[src/rtl/gf2m_mul_arbiter.sv]
// gf2m_mul_arbiter: round-robin sharing of one digit-serial GF(2^m) multiplier among NREQ requesters
module gf2m_mul_arbiter #(
    parameter int WIDTH   = 107,
    parameter int NREQ    = 4,
    parameter int TIMEOUT = 16
) (
    input  logic                  clk,
    input  logic                  rst,
    input  logic [NREQ-1:0]       req_valid,
    output logic [NREQ-1:0]       req_ready,
    input  logic [NREQ*WIDTH-1:0] req_op_a,
    input  logic [NREQ*WIDTH-1:0] req_op_b,
    output logic [NREQ-1:0]       resp_valid,
    input  logic [NREQ-1:0]       resp_ready,
    output logic [WIDTH-1:0]      resp_data,
    output logic                  resp_err,
    output logic                  mul_start,
    output logic [WIDTH-1:0]      mul_op_a,
    output logic [WIDTH-1:0]      mul_op_b,
    input  logic                  mul_done,
    input  logic [WIDTH-1:0]      mul_op_c,
    output logic                  err_sticky
);
    localparam int PW = $clog2(NREQ);
    localparam int CW = $clog2(TIMEOUT + 1);
    typedef enum logic [1:0] {IDLE, ISSUE, WAIT, RESP} state_t;
    state_t        state;
    logic [PW-1:0] ptr, id, grant;
    logic [CW-1:0] cnt;
    logic          found;
    always_comb begin
        grant = ptr;
        found = 1'b0;
        for (int k = 0; k < NREQ; k++) begin
            if (!found && req_valid[(int'(ptr) + k) % NREQ]) begin
                grant = PW'((int'(ptr) + k) % NREQ);
                found = 1'b1;
            end
        end
    end
    assign req_ready = (state == IDLE && found) ? NREQ'(1) << grant : '0;
    always_ff @(posedge clk) begin
        if (rst) begin
            state      <= IDLE;
            ptr        <= '0;
            id         <= '0;
            cnt        <= '0;
            resp_valid <= '0;
            resp_data  <= '0;
            resp_err   <= 1'b0;
            mul_start  <= 1'b0;
            mul_op_a   <= '0;
            mul_op_b   <= '0;
            err_sticky <= 1'b0;
        end else begin
            mul_start <= 1'b0;
            // a done pulse with no operation waiting on it is a protocol error
            if (mul_done && state != WAIT) err_sticky <= 1'b1;
            case (state)
                IDLE: if (found) begin
                    mul_op_a  <= req_op_a[int'(grant) * WIDTH +: WIDTH];
                    mul_op_b  <= req_op_b[int'(grant) * WIDTH +: WIDTH];
                    id        <= grant;
                    ptr       <= PW'((int'(grant) + 1) % NREQ);
                    mul_start <= 1'b1;
                    state     <= ISSUE;
                end
                ISSUE: begin
                    cnt   <= '0;
                    state <= WAIT;
                end
                WAIT: if (mul_done) begin
                    resp_data  <= mul_op_c;
                    resp_err   <= 1'b0;
                    resp_valid <= NREQ'(1) << id;
                    state      <= RESP;
                end else if (cnt == CW'(TIMEOUT - 1)) begin
                    resp_data  <= '0;
                    resp_err   <= 1'b1;
                    err_sticky <= 1'b1;
                    resp_valid <= NREQ'(1) << id;
                    state      <= RESP;
                end else begin
                    cnt <= cnt + 1'b1;
                end
                RESP: if (resp_ready[id]) begin
                    resp_valid <= '0;
                    state      <= IDLE;
                end
                default: state <= IDLE;
            endcase
        end
    end
endmodule

[config.mk]
export PLATFORM = sky130hd
export DESIGN_NAME = gf2m_mul_arbiter
export DESIGN_NICKNAME = d
export VERILOG_FILES = /design/src/rtl/gf2m_mul_arbiter.sv
export SDC_FILE = /design/constraint.sdc
export NUM_CORES = 1
export LEC_CHECK = 0
export ABC_AREA = 1
export BUFFER_PORTS_ARGS = -buffer_cell sky130_fd_sc_hd__buf_2
export CAP_MARGIN = 20
export CORE_AREA = 2 2 509 511
export CTS_BUF_LIST = sky130_fd_sc_hd__clkbuf_2 sky130_fd_sc_hd__clkbuf_4 sky130_fd_sc_hd__clkbuf_8
export CTS_CLUSTER_DIAMETER = 50
export DETAILED_ROUTE_END_ITERATION = 6
export DIE_AREA = 0 0 511 513
export PLACE_DENSITY = 0.3
export SLEW_MARGIN = 25
export SYNTH_ARGS = -nofsm -noshare
export SYNTH_HDL_FRONTEND = slang
export SYNTH_SLANG_ARGS = --single-unit
[constraint.sdc]
create_clock -name clk -period 2.6 [get_ports clk]
set_input_delay 0.26 -clock clk [delete_from_list [all_inputs] [get_ports clk]]
set_output_delay 0.26 -clock clk [all_outputs]
set_load 0.01 [all_outputs]
==> Yosys cells after proc, flatten, opt, wreduce, memory -nomap -nowiden <==
Cells that the tools add are included.
{ "classes": {"n_eq_ne": 10, "addsub": 5, "mux": 42, "n_shift": 4, "reduce_logical": 21, "n_mul": 1, "bitwise_logic": 4, "n_lt_le_gt_ge": 5} }
{ "ops": {"columns": ["op", "count"], "rows": [
  ["428-bit by 10-bit indexed part select with 107-bit output", 1],
  ["428-bit by 32-bit indexed part select with 107-bit output", 1],
  ["107-bit two-way mux", 2],
  ["1-bit two-way mux", 19],
  ["4-bit two-way mux", 4],
  ["2-bit two-way mux", 7],
  ["3-bit by 4-bit < comparator with 1-bit output (second input constant)", 3],
  ["1-bit binary-select mux with 2-bit select", 5],
  ["5-bit two-way mux", 2],
  ["2-bit != test (second input constant)", 5],
  ["5-bit case mux with 2 select lines", 1],
  ["2-bit by 7-bit multiplier with 9-bit output (second input constant)", 1],
  ["3-bit AND reduction", 3],
  ["2-bit case mux with 4 select lines", 1],
  ["4-bit case mux with 2 select lines", 1],
  ["2-bit OR reduction", 4],
  ["1-bit by 2-bit left shift with 4-bit output (first input constant)", 2],
  ["2-bit by 3-bit < comparator with 1-bit output (second input constant)", 2],
  ["2-bit nonzero test", 3],
  ["5-bit by 1-bit adder with 5-bit output (second input constant)", 1],
  ["5-bit by 4-bit equality test with 1-bit output (second input constant)", 1],
  ["1-bit logical AND", 5],
  ["2-bit by 1-bit adder with 2-bit output (second input constant)", 2],
  ["2-bit adder (second input constant)", 2],
  ["8 further kinds", 14]
]} }
{ "totals": {"out_inout_bits": 332, "word_cells": 103, "in_bits": 974, "regBits": 339} }

==> Longest topological paths before layout <==
{ "depth": {"depth_word": 16, "depth_mapped": 18, "depth_no_buf": 15} }

==> Worst setup path after synthesis <==
OpenSTA, ideal clock, no wires.
{ "synth_path": {"kind": "register to output", "startpoint": "register ptr[1]", "endpoint": "output req_ready[3]", "t_required_ns": 2.340, "path_buffers": 3, "path_slack_ns": 0.475, "arrival_time_ns": 1.865, "stages_incl_launch_ff": 17, "cell_sequence": "dfxtp_1 > buf_4 > inv_2 > nand2_1 > nand2_1 > nand2_1 > nand2_2 > nand2_1 > nand2_1 > nand2_1 > nand2_1 > nand3_1 > nand2_2 > buf_4 > buf_4 > nand2_1 > nor2_1"} }
{ "synth_between": {"elab_chain_len": 14} }
{ "synth_lines": {"columns": ["element", "line", "source"], "rows": [
  ["start: declaration", "28", "logic [PW-1:0] ptr, id, grant;"],
  ["start signal: assignment", "64", "ptr <= PW'((int'(grant) + 1) % NREQ);"],
  ["2-bit by 1-bit adder with 2-bit output / 1-bit binary-select mux with 2-bit select (equally long branches)", "35, 36", null],
  ["1-bit binary-select mux with 2-bit select / 1-bit two-way mux (equally long branches)", "35", "if (!found && req_valid[(int'(ptr) + k) % NREQ]) begin"],
  ["1-bit two-way mux (implied by the code)", "35", null],
  ["1-bit two-way mux (implied by the code) / 1-bit logical NOT (equally long branches)", "35", null],
  ["1-bit logical AND", "35", null],
  ["1-bit two-way mux", "35", null],
  ["1-bit logical NOT", "35", null],
  ["1-bit logical AND", "35", null],
  ["1-bit two-way mux", "35", null],
  ["1-bit logical NOT", "35", null],
  ["1-bit logical AND", "35", null],
  ["2-bit two-way mux / 1-bit two-way mux (equally long branches)", "35", null],
  ["1-bit by 2-bit left shift with 4-bit output / 1-bit logical AND (equally long branches)", "41", "assign req_ready = (state == IDLE && found) ? NREQ'(1) << grant : '0;"],
  ["4-bit two-way mux (*)", "41", null],
  ["end: declaration", "10", "output logic [NREQ-1:0] req_ready,"]
]} }
Every way passes the cells marked *; elsewhere a longest branch is shown, timed or not. The select of a mux whose other input is x is not followed.

==> Final worst setup path <==
{ "layout_path": {"startpoint": "register ptr[0]", "endpoint": "register mul_op_b[1]"} }
{ "layout_between": {"elab_chain_len": 14} }
{ "layout_lines": {"columns": ["element", "line", "source"], "rows": [
  ["2-bit by 1-bit adder with 2-bit output / 1-bit binary-select mux with 2-bit select (equally long branches)", "35, 36", null],
  ["1-bit binary-select mux with 2-bit select / 1-bit two-way mux (equally long branches)", "35", null],
  ["1-bit two-way mux (implied by the code)", "35", null],
  ["1-bit two-way mux (implied by the code) / 1-bit logical NOT (equally long branches)", "35", null],
  ["1-bit logical AND", "35", null],
  ["1-bit two-way mux", "35", null],
  ["1-bit logical NOT", "35", null],
  ["1-bit logical AND", "35", null],
  ["1-bit two-way mux", "35", null],
  ["1-bit logical NOT", "35", null],
  ["1-bit logical AND", "35", null],
  ["2-bit two-way mux", "35", null],
  ["2-bit by 7-bit multiplier with 9-bit output", "62", "mul_op_b <= req_op_b[int'(grant) * WIDTH +: WIDTH];"],
  ["428-bit by 10-bit indexed part select with 107-bit output", "62", null],
  ["end signal: assignment", "62", null],
  ["end: declaration", "19", "output logic [WIDTH-1:0] mul_op_b,"]
]} }
Several ways; a longest one is shown, not always the timed one. The select of a mux whose other input is x is not followed.
A chain may end at the register's enable or synchronous reset.

==> impl_metrics.tcl <==
set metrics [dict create \
    status "finished, violations left" \
    violations "negative setup slack" \
    rsz0062_at_grt "true" \
    cts.clk_slew.worst_paths_ns 0.06 \
    synth_edf_count 0 \
    rows 186 \
    ys_top_cells_by_count "1357 x nand2_1, 873 x nand3_1, 668 x inv_1, 436 x nor2_1, 339 x dfxtp_1" \
    finalClockSkew_ns 0.07203 \
    grt_pass1_vias 36630 \
    layout-drive-gt1-share_pct 34.66 \
    clkLatencyLatePin_ns 0.86 \
    cts.sinks 339 \
    crit_path_start_kind "register" \
    drc 0 \
    cp_data_required_time_ns 3.36 \
    worst_setup_path_end_kind "register" \
    die-area_um2 262100 \
    gp_congestion 0.8764 \
    initial_core_util_pct 8.914 \
    synth_top_cell_area_share_pct 29.71 \
    cts-root-buf "clkbuf_8" \
    synth.ff_latch_count 339 \
    tns_ns -44.80 \
    irDropWorstVdd_uv 631.3 \
    hpwlAfterDp_um 161200 \
    post_drt_wl_per_cell_um 21.69 \
    setup_viol 212 \
    cts_max_level 3 \
    setup_slack_ns -0.3584 \
    total_power_mw 64.76 \
    numPortBuffers 1305 \
    design.core.area_um2 256200 \
    ant_nets 0 \
    grt_first_pass_wirelength_um 275800 \
    syn_avg_cell_area_um2 5.525 \
    vias 36750 \
    syn2layout_area_growth_pct 128.6 \
    yosysMostFrequentCell "nand2_1" \
    postLayoutCellArea_um2 52200 \
    crit_type "reg -> reg" \
    crit_fanout 6 \
    die_w_um 511 \
    ys_top_cells_by_area "dfxtp_1 30%, nand2_1 22%, nand3_1 19%" \
    synth_area_um2 22840 \
    synthArstFlopShare_pct 0 \
    finalCriticalPeriod_ns 2.958 \
    synth_top_area_cell "dfxtp_1" \
    fin_crit_sh_pct 113.8 \
    relSlewSlack_pct 49.50 \
    drv_slew 0 \
    first_pass_iters 7 \
    power_leakage_nw 27.37 \
    gr-total-overflow 0 \
    synthCells 4134 \
    syn_nets 5114 \
    cts_made_buffers 94 \
    synth.distinct_cells 25 \
    tightest_slew_ns 0.7575 \
    timing_hold_violations_final 0 \
    fmax_mhz 338.0 \
    pwr_density_cell_nw_per_um2 1241 \
    cts_tree "done" \
    seq_area_frac_synth_pct 29.71 \
    drt-total-wl_um 219100 \
    yosysWarnings 0 \
    via_per_inst 3.638 \
    io_pins 1306 \
    clock_path_buffers 3 \
    grt_max_degree 74 \
    drt_iter0_drc 1801 \
    drv_cap 0 \
    track_usage_pct 14.71 \
    nets 7601 \
    fp.dieH_um 513 \
    place_area_um2 35000 \
    hp-class "in -> reg" \
    arrival_ns 3.72 \
    antenna_found_initial 71 \
    synth_ff_type "dfxtp_1" \
]
## through the flow
stage               std cells  worst slack (ns)  hold WS (ns)  utilization [%]
CTS                      9967           -0.6136      0.002050            18.68
detailed placement       8799           -0.2852        0.4536            13.66
global route            10080           -0.5804     -0.006378            20.36
global placement         8799           -0.2828        0.4461            13.66
finish                  10100           -0.3584       0.09151            20.37
floorplan                4134            0.4747        0.4090                -
## cells by family (layout without fill, tap and decap cells)
logic type,after synthesis,count (layout),share of synthesized area [%]
compound gates,133,133,2.975
fa+ha+maj,6,6,0.3287
buf+inv,966,3519,17.62
flops,339,339,29.71
other cells,0,30,0
simple gates,2690,2690,49.36
## routing by layer
layer / GRT usage [%] / wire (um) / vias up
met3: 3.680 / 13570 / 323
met1: 18.25 / 97480 / 17310
met2: 24.77 / 101000 / 1445
li1: - / - / 17630
met5: 0 / 289 / -
met4: 4.568 / 6726 / 44
## worst paths after layout
kind | startpoint | end | slack, ns | cells past startpoint
setup reg to reg | ptr[0] | mul_op_b[1] | -0.36 | 24
hold reg to reg | resp_data[100] | resp_data[100] | 0.46 | 2
setup / recovery | ptr[0] | mul_op_b[1] | -0.36 | 24
hold / removal | req_op_b[296] | mul_op_b[82] | 0.09 | 7
## cell usage in the layout, fill, tap and decap left out, types with 6 or more instances in the layout
| master | netlist | final |
|---|---|---|
| nand2_2 | 9 | 159 |
| a21oi_1 | 123 | 123 |
| dfxtp_1 | 339 | 337 |
| buf_4 | 8 | 193 |
| buf_12 | 0 | 75 |
| nand3_4 | 0 | 45 |
| clkbuf_8 | 0 | 110 |
| nand2_4 | 0 | 49 |
| clkinv_2 | 0 | 8 |
| bufinv_16 | 0 | 10 |
| ha_1 | 6 | 6 |
| buf_6 | 23 | 49 |
| clkbuf_4 | 0 | 28 |
| nand3_2 | 0 | 159 |
| clkbuf_16 | 0 | 43 |
| buf_8 | 0 | 19 |
| buf_16 | 0 | 35 |
| buf_2 | 157 | 1300 |
| diode_2 | 0 | 30 |
| nor2_1 | 436 | 433 |
| inv_1 | 668 | 664 |
| nand2_8 | 0 | 6 |
| nand3_1 | 873 | 669 |
| dlygate4sd3_1 | 0 | 966 |
| nand2_1 | 1357 | 1152 |
## report_power, final
| group | internal (mW) | switching (mW) | leakage [nW] |
|---|---|---|---|
| sequential | 6.83 | 0.883 | 2.80 |
| clock | 5.24 | 3.38 | 1.13 |
| combinational | 19.1 | 29.3 | 23.5 |
## final cells by class
type                       instances  area, um2
antenna                           30      75.07
clock inverter                    24      429.2
fill                           29230     204000
multi-input combinational       2829      14290
sequential                       339       6794
tap                             3384       4234
timing repair inverter             1      6.256
inverter                         673       2554
clock buffer                     138       1724
timing repair buffer            2683      22100
## flip-flops by register name (all words and copies together) (netlist names)
register    count
cnt             5
mul_op_b      107
ptr             2
err_sticky      1
resp_data     107
resp_valid      4
state           2
mul_op_a      107
resp_err        1
id              2
mul_start       1
## critical path, cell delays in order (launching register included)
cell       delay (ns)
dfxtp_4          0.35
buf_12           0.14
buf_8            0.12
nand2_2          0.05
nand2_2          0.06
nand2_2          0.09
nand2_4          0.08
nor2_4           0.15
buf_6            0.12
nand4_4          0.14
buf_6            0.15
buf_6            0.10
buf_6            0.11
buf_12           0.13
buf_12           0.13
buf_12           0.13
buf_16           0.15
buf_12           0.14
clkbuf_16        0.15
nand3_1          0.08
nand2_1          0.05
nand2_1          0.05
nand3_1          0.09
nand2_1          0.08
inv_1            0.03
## timing repair
action / 4_1_cts / 5_1_grt
buffers inserted: 32 / 50
endpoints found under the hold margin: 327 / 5
gates resized for setup: 119 / 588
pin swaps: 26 / 258
gates cloned: 14 / 52
endpoints found under the setup margin: 58 / 216
hold buffers: 960 / 6
(Power assumes the default switching activity.)
